**config.mk**
```make
export PLATFORM = sky130hd
export DESIGN_NAME = sync_fifo
export DESIGN_NICKNAME = d
export VERILOG_FILES = /design/src/rtl/fifo_pkg.sv /design/src/rtl/fifo_out_stage.sv /design/src/rtl/sync_fifo.sv
export SDC_FILE = /design/constraint.sdc
export NUM_CORES = 1
export LEC_CHECK = 0
export CAP_MARGIN = 20
export CORE_MARGIN = 5
export CORE_UTILIZATION = 45
export DETAILED_ROUTE_END_ITERATION = 8
export PLACE_DENSITY = 0.73
export RECOVER_POWER = 100
export SKIP_LAST_GASP = 1
export SYNTH_ARGS = -nofsm -noshare
export SYNTH_HDL_FRONTEND = slang
export SYNTH_SLANG_ARGS = --single-unit
```
**constraint.sdc**
```tcl
create_clock -name clk -period 4.1 [get_ports clk]
set_input_delay 0.82 -clock clk [delete_from_list [all_inputs] [get_ports clk]]
set_output_delay 0.82 -clock clk [all_outputs]
set_load 0.005 [all_outputs]
```
**src/rtl/fifo_pkg.sv**
```systemverilog
// fifo_pkg: shared FIFO default sizes and the occupancy-width helper
package fifo_pkg;
  localparam int DefDepth = 16;
  localparam int DefWidth = 32;
  function automatic int lvl_w(input int depth);
    return $clog2(depth + 1);
  endfunction
endpackage

```
**src/rtl/fifo_out_stage.sv**
```systemverilog
// fifo_out_stage: one-entry valid/ready output register that refills on the cycle it drains
module fifo_out_stage #(
  parameter int DataWidth = 32
) (
  input  logic                 clk,
  input  logic                 reset,
  input  logic                 flush,
  input  logic                 in_valid,
  input  logic [DataWidth-1:0] in_data,
  output logic                 in_ready,
  output logic                 out_valid,
  output logic [DataWidth-1:0] out_data,
  input  logic                 out_ready
);
  assign in_ready = !out_valid || out_ready;
  always_ff @(posedge clk or posedge reset)
    if (reset) out_valid <= 1'b0;
    else out_valid <= flush ? 1'b0 : in_valid || (out_valid && !out_ready);
  always_ff @(posedge clk)
    if (in_valid && in_ready) out_data <= in_data;
endmodule

```
**src/rtl/sync_fifo.sv**
```systemverilog
// sync_fifo: single-clock FIFO, any depth, occupancy flags, optional registered read data
module sync_fifo
  import fifo_pkg::*;
#(
  parameter int FifoDepth     = DefDepth,
  parameter int DataWidth     = DefWidth,
  parameter int AlmostFullTh  = FifoDepth - 2,
  parameter int AlmostEmptyTh = 2,
  parameter bit OutReg        = 1'b0
) (
  input  logic                           clk,
  input  logic                           reset,
  input  logic                           flush,
  input  logic                           wvalid,
  input  logic [DataWidth-1:0]           wdata,
  output logic                           wready,
  output logic                           rvalid,
  output logic [DataWidth-1:0]           rdata,
  input  logic                           rready,
  output logic [lvl_w(FifoDepth)-1:0]    level,
  output logic                           almost_full,
  output logic                           almost_empty
);
  localparam int LW = lvl_w(FifoDepth);
  localparam int PW = $clog2(FifoDepth);
  if (FifoDepth < 2 || DataWidth < 1 || AlmostFullTh < 1 || AlmostFullTh > FifoDepth ||
      AlmostEmptyTh < 0 || AlmostEmptyTh > FifoDepth - 1) begin : g_bad_params
    $error("sync_fifo: illegal parameter combination");
  end
  logic [DataWidth-1:0] mem [FifoDepth];
  logic [DataWidth-1:0] core_data;
  logic [PW-1:0] wptr, rptr;
  logic live, wr, rd, pop, core_valid, out_v;
  function automatic logic [PW-1:0] nxt(input logic [PW-1:0] p);
    return p == PW'(FifoDepth - 1) ? '0 : p + 1'b1;
  endfunction
  // live holds wready low until the first edge after reset release
  assign wready       = live && !flush && level < LW'(FifoDepth);
  assign wr           = wvalid && wready;
  assign rd           = rvalid && rready;
  assign core_data    = mem[rptr];
  assign core_valid   = !flush && level > LW'(out_v);
  assign almost_full  = level >= LW'(AlmostFullTh);
  assign almost_empty = level <= LW'(AlmostEmptyTh);
  if (OutReg) begin : g_out
    logic in_ready;
    fifo_out_stage #(.DataWidth(DataWidth)) u_out (
      .clk, .reset, .flush,
      .in_valid(core_valid), .in_data(core_data), .in_ready,
      .out_valid(out_v), .out_data(rdata), .out_ready(rready)
    );
    assign rvalid = out_v && !flush;
    assign pop    = core_valid && in_ready;
  end else begin : g_fwft
    assign out_v  = 1'b0;
    assign rvalid = core_valid;
    assign rdata  = core_data;
    assign pop    = rd;
  end
  always_ff @(posedge clk or posedge reset)
    if (reset) begin
      live  <= 1'b0;
      level <= '0;
      wptr  <= '0;
      rptr  <= '0;
    end else begin
      live  <= 1'b1;
      level <= flush ? '0 : level + LW'(wr) - LW'(rd);
      wptr  <= flush ? '0 : wr ? nxt(wptr) : wptr;
      rptr  <= flush ? '0 : pop ? nxt(rptr) : rptr;
    end
  always_ff @(posedge clk)
    if (wr) mem[wptr] <= wdata;
endmodule

```
==> metrics.csv <==
metric;value;unit
RSZ-0062 raised after global routing;false;
via count;9467;
R2R Path Start;level[4];
placed instance count;1565;
FP Rows;77;
final wirelength;42100;um
Synth Flop Type;edfxtp_1;
Crit path arrival time;3.06;ns
RR Endpoint;mem[11][30];
All-Layer GR Usage;17.1;%
Post-Synthesis Cell Area;20200;um2
Hold Path Class;reg2reg;
Tightest Pin Transition;1.80;ns
Pleak;7.30;nW
GRT overflow;0;
later-pin clock latency in the skew report;0.59;ns
Slowest cell on crit path;dfrtp_2;
syn nets;955;
largest net degree at the start of global routing;47;
IO Pins;78;
Critical Path RT;3.28;ns
DR iter-0 viols;868;
Tcrit/Tclk final;94.6;%
crit path max fanout;23;
Post-CTS Hold Buffers;0;
Reg clk slew, reported paths;0.06;ns
NetSw;2.97;mW
# port buffers;77;
Worst Setup SP;rptr[1];
first-pass GRT wire length;63800;um
WL per Instance;25.4;um
P_int;9.53;mW
Antenna Violating Nets Remaining;0;
die area;49200;um2
H-tree Lvls;2;
Critical Path Sink;rdata[0];
non-filler instance count after layout;1658;
Final Util;52.7;%
failing checks;capacitance limit, slew limit;
drt drc;0;
library cells used by synthesis;40;
GP Congestion;0.734;
normalized max-slew margin;-20.1;%
Seq/Total Area, Yosys;78.0;%
initial antenna violation count;2;
Num CTS Buffers;52;
fraction of layout cells with a size suffix above 1;22.0;%
die width;222;um
critical path cell sequence;buf_4 > mux4_2 > a22oi_1 > nand2_1 > dlygate4sd3_1;
Sink Count;526;
Final Max Slew Viols;67;
clk buf depth;3;
critical path's largest stage delay;0.80;ns
power share of the combinational group;17.9;%
Synth Register Bits;526;
Yosys top cell by area;edfxtp_1;
root buf cell;clkbuf_16;
Pre-antenna DRT Iters;5;
vias in the first global route;10060;
Antenna diodes;0;
Syn. warnings;0;
startpoint types;flip-flop;
Setup violations, final;0;
area grow syn2layout;15.9;%
Clock power frac;33.6;%
number of max-cap violations;4;
f_max;258;MHz
Power Total;12.5;mW
post-synth top area share;76.2;%
Core Region;44300;um2
cells taking the most area after synthesis;edfxtp_1 (76%), mux4_2 (14%), a22oi_1 (2.4%);
Crit. End Element;output port;
Avg Vias per Cell;5.71;
initial core utilization;45.5;%
Tmin final;3.88;ns
run status;finished, violations left;
CP Class;reg2out;
Hold Fails Final Rpt;0;
Mapped Avg Cell Area;22.4;um2
Die H;222;um
Post-Synthesis Cells;902;
CTS tree;done;
part of the power in registers;48.5;%
worst reg-to-reg path cell count;5;
flop2flop setup slack;0.70;ns
Layout Nets;1081;
Setup TNS;0;ns
sw frac;23.7;%
# resized after CTS;0;
DP HPWL;24500;um
Post-synth EDFFs;512;
Power per Cell Area;534;nW/um2
Worst VDD drop;0.299;mV
Setup Skew;0.0210;ns
Async S/R FF share, synth;2.66;%
-- metrics by stage --
| stage | area, um2 | hold WS [ns] | setup WS [ns] |
|---|---|---|---|
| detailed placement | 22000 | 0.584 | 0.687 |
| global route | 23400 | 0.636 | 0.0903 |
| finish | 23400 | 0.595 | 0.221 |
| CTS | 23500 | 0.592 | 0.0432 |
| floorplan | 20200 | 0.514 | 0.0798 |
| global placement | 22000 | 0.572 | 0.706 |
-- layout make-up --
cell class | count | area [um2]
inverter | 12 | 45.0
clock inverter | 27 | 134
fill | 3415 | 20900
clock buffer | 65 | 1350
timing repair buffer | 118 | 1200
sequential | 526 | 15700
multi-input combinational | 318 | 4180
tap | 592 | 741
-- Yosys cell counts, types with 3 or more instances --
| cell type | count |
|---|---|
| a21oi_1 | 8 |
| a22oi_1 | 64 |
| and2_1 | 12 |
| and3_1 | 5 |
| buf_2 | 7 |
| buf_6 | 8 |
| clkbuf_1 | 28 |
| dfrtp_1 | 14 |
| edfxtp_1 | 512 |
| ha_1 | 15 |
| inv_1 | 10 |
| mux4_2 | 128 |
| nand2_1 | 41 |
| nand2b_1 | 4 |
| nor2_1 | 11 |
| nor2b_1 | 4 |
| nor3b_1 | 3 |
| xnor2_1 | 3 |
-- sequential cells by signal (all words and copies together) (netlist names) --
name / flops
wptr: 4
rptr: 4
mem: 512
live: 1
level: 5
-- worst min-delay path by stage --
stage / cells after the start / startpoint / end / slack [ns]
floorplan: 1 / rptr[3] / rptr[3] / 0.51
global placement: 2 / wptr[1] / wptr[1] / 0.57
global route: 2 / wptr[1] / wptr[1] / 0.64
CTS: 2 / wptr[1] / wptr[1] / 0.59
finish: 2 / wptr[1] / wptr[1] / 0.59
detailed placement: 2 / wptr[1] / wptr[1] / 0.58
-- cells by family after synthesis --
| kind of cell | synth area share, % |
|---|---|
| adders and majority gates | 1.03 |
| muxes | 14.3 |
| AOI/OAI and AO/OA | 2.86 |
| xor gates and xnor gates | 0.174 |
| and+or+nand+nor | 2.17 |
| other | 0.0186 |
| buffers and inverters | 1.44 |
| DFF | 78.0 |
-- critical path: cells and delay by family (launching register included) --
| family | cells | cell delay, ns |
|---|---|---|
| mux | 1 | 0.38 |
| buf+inv | 2 | 1.01 |
| flops | 1 | 0.80 |
| compound gates | 1 | 0.15 |
| simple gates | 1 | 0.12 |
-- layout by cell type (no fill, tap or decap), types with 3 or more instances in the layout --
master and n:
dlygate4sd3_1 65, inv_1 10, nor2b_1 3, clkdlybuf4s50_1 12, clkbuf_16 52, and3_1 5
buf_4 10, nor3b_1 4, mux4_2 128, clkbuf_2 7, clkinv_2 9, nor2_1 9
a22oi_1 64, nand2b_1 4, clkinv_1 16, dfrtp_1 12, edfxtp_1 512, ha_1 15
and2_2 6, clkbuf_1 23, nand2_1 41, and2_0 6, buf_12 14, xnor2_1 3
a21oi_1 8
-- repair_timing --
action	4_1_cts	5_1_grt
setup buffers	0	1
hold endpoints to repair	0	0
setup endpoints to repair	0	3
-- power groups by stage --
stage / logic [mW] / clock network (mW) / registers [mW]
4_1_cts: 2.29 / 4.29 / 6.09
2_1_floorplan: 1.56 / 0 / 6.09
6_report: 2.23 / 4.20 / 6.06
3_3_place_gp: 2.25 / 0 / 6.20
5_1_grt: 2.43 / 4.53 / 6.07
3_5_place_dp: 2.28 / 0 / 6.20
-- routing by layer --
layer	part of all wire [%]	routed length, um	global-route usage, %	vias to the layer above
li1	-	-	-	4036
met1	42	17700	24.7	5026
met2	49	20700	27.1	344
met3	7.1	3000	3.64	55
met4	1.6	664	4.06	6
met5	0.26	111	1.37	-
Power figures use the tool's default switching activity.
==> patch, RTL diff (same flow settings) <==
The parameter `OutReg` goes from 1'b0 to 1'b1.
--- a/src/rtl/sync_fifo.sv
+++ b/src/rtl/sync_fifo.sv
@@ -7,5 +7,5 @@
   parameter int AlmostFullTh  = FifoDepth - 2,
   parameter int AlmostEmptyTh = 2,
-  parameter bit OutReg        = 1'b0
+  parameter bit OutReg        = 1'b1
 ) (
   input  logic                           clk,
Behaviour: not the same (Yosys sat finds a counterexample within 4 cycles, from zero or initial values and one cycle with reset high).
==> patch against the original RTL <==
The flow still finishes with violations (capacitance limit, slew limit). Global-route usage fell by 0.23 points. Worst setup slack improved by 320 ps. Non-clock buffer count fell by 9. Sequential cell count rose by 33. Die area rose by 8.0%. Via count rose by 10%. Area after synthesis rose by 8.4%. Final area rose by 8.4%. Routed wire length rose by 5.9%. Clock power rose by 30%. Count of clock-buffer cells in the layout fell by 2. Register-to-register slack got worse by 80 ps. Total power rose by 16%. Critical path type is now input pin to register.
==> patch: results (changes against the original RTL) <==
Routing
  – Vias per inst: 5.62 (was 5.71)
  – Initial DRC count: 986 (was 868)
  – Final wirelength: 44.6 mm (was 42.1 mm)
  – Drt pass-1 iters: 4 (was 5)
  – Wire length per cell: 24.0 um (was 25.4 um)

Logic synthesis
  – Synth cell types: 43 (was 40)
  – Async S/R FF share, synth: 0.0268 (was 0.0266)
  – Post-synth EDFFs: 544 (was 512)
  – Area contributors post-synth: edfxtp_1 (75%), mux2i_1 (7.3%), mux4_2 (5.0%) (was edfxtp_1 (76%), mux4_2 (14%), a22oi_1 (2.4%))
  – Post-Synth Adder-Cell Area: 0.0112 (was 0.0103)
  – Post-synthesis sequential area ratio: 0.764 (was 0.780)
  – Synth Area in Compound Gates: 0.0357 (was 0.0286)
  – Mux share of post-synthesis cell area: 0.142 (was 0.143)
  – Xor/xnor share of the synthesized area: 0.00160 (was 0.00174)
  – Synth top cells by count: edfxtp_1 (544), mux2i_1 (160), a22oi_1 (64) (was edfxtp_1 (512), mux4_2 (128), a22oi_1 (64))
  – Most frequent cell after synthesis: edfxtp_1 (unchanged)
  – Post-Syn Instances: 1089 (was 902)

Cells and area
  – Layout Nets: 1250 (was 1081)
  – Layout cells sized above 1: 0.140 (was 0.220)
  – Top flop regs: mem (512), g_out.u_out.out_data (32), level (5) (was mem (512), level (5))

Power and ir drop
  – Worst VDD drop: 0.394 mV (was 0.299 mV)
  – Static Leak: 8.03 nW (was 7.30 nW)

Clocking
  – Clock Pin Slew Worst Setup and Hold Paths: 60 ps (about the same)
  – CTS buffer count: 54 (was 52)
  – CTS H-Tree Depth: 2 (unchanged)
  – CTS max path bufs: 3 (unchanged)

Global routing
  – Largest net degree at the start of global routing: 68 (was 47)
  – Number of global-route vias before repair: 11.0k (was 10.1k)
  – Met1 Usage GRT: 0.226 (was 0.247)
  – First-pass GRT wire length: 68.1 mm (was 63.8 mm)
  – GRT Util Overall: 0.169 (was 0.171)
  – Initial antenna violation count: 3 (was 2)
  – M2 GR Usage: 0.291 (was 0.271)
  – GR Util met3: 0.0299 (was 0.0364)

Timing
  – Slew headroom: -0.150 (was -0.201)
  – Slew Viols, Final: 29 (was 67)
  – Worst Skew: 14.8 ps (was 21.0 ps)

Critical path
  – Slowest stage cell, crit path: and2_0 (was dfrtp_2)
  – Delay of the slowest critical-path stage: 1230 ps (was 800 ps)
  – Worst EP arrival: 3840 ps (was 3060 ps)
  – Crit path max fanout: 18 (was 23)

Outcome
  – Status: finished with violations (unchanged)
  – Violated checks: capacitance limit, slew limit (unchanged)

Place
  – Place WS: 719 ps (was 687 ps)
  – HPWL after detailed placement: 25.4 mm (was 24.5 mm)
  – Dpl cells: 1753 (was 1565)
  – Placer congestion estimate: 0.764 (was 0.734)

Run
  – Max Cap Violations: 2 (was 4)
-- patch: cell count changes after synthesis, moves of 10 or more --
| cell | unedited run | this run |
|---|---|---|
| mux2i_1 | 1 | 160 |
| nand3_1 | 0 | 36 |
| o21ai_0 | 0 | 19 |
| edfxtp_1 | 512 | 544 |
| buf_4 | 1 | 13 |
| clkbuf_1 | 28 | 12 |
| mux4_2 | 128 | 49 |
| nand2_1 | 41 | 8 |
| buf_2 | 7 | 17 |
| o21ai_1 | 2 | 17 |
| mux4_1 | 0 | 15 |
-- patch: final timing paths --
kind | start | end | slack [ps] | cells after the start
max | flush | mem[3][2] | 540 | 6
min | wptr[0] | wptr[0] | 610 | 1
max reg2reg | rptr[2] | g_out.u_out.out_data[1] | 620 | 5
min reg2reg | wptr[0] | wptr[0] | 610 | 1
max in group asynchronous | reset | rptr[2] | 2900 | 2
min in group asynchronous | reset | wptr[2] | 740 | 2
-- patch: area by class of cell --
| cell class | instances | area, um^2 |
|---|---|---|
| Fill cell | 3633 | 22600 |
| Clock inverter | 39 | 547 |
| Timing Repair Buffer | 109 | 1130 |
| Sequential cell | 559 | 16700 |
| Tap cell | 615 | 769 |
| Clock buffer | 63 | 1450 |
| Multi-Input combinational cell | 456 | 4680 |
| Inverter | 14 | 52.6 |
-- patch: logic make-up after synthesis --
group | after synthesis
flops | 559
mux | 225
compound gates | 117
simple gates | 90
buf+inv | 74
fa+ha+maj | 19
xor+xnor | 4
other cells | 1
-- patch: metrics by stage --
step	hold slack (ps)	total power, mW	instance area [um^2]
2_1_floorplan	541	8.44	21900
3_3_place_gp	578	9.18	23400
3_5_place_dp	597	9.22	23400
4_1_cts	595	14.7	25400
5_1_grt	639	15.0	25300
6_report	613	14.5	25300
-- patch: worst max-delay path: cells and delay by family --
kind	cells	cell delay, ps
buffers and inverters	2	850
and+or+nand+nor	4	2140
-- patch: power breakdown --
part,internal [mW],leakage (nW),total [mW],switching (mW)
clock network,3.41,0.979,5.48,2.07
logic,1.10,1.96,2.27,1.17
registers,6.53,5.10,6.72,0.192
-- patch: metal layers --
| metal | vias up | share of wire | wire (um) |
|---|---|---|---|
| met1 | 5437 | 0.42 | 18600 |
| met4 | 2 | 0.022 | 963 |
| li1 | 4647 | - | - |
| met2 | 278 | 0.51 | 22800 |
| met5 | - | 0.00022 | 10 |
| met3 | 67 | 0.049 | 2170 |
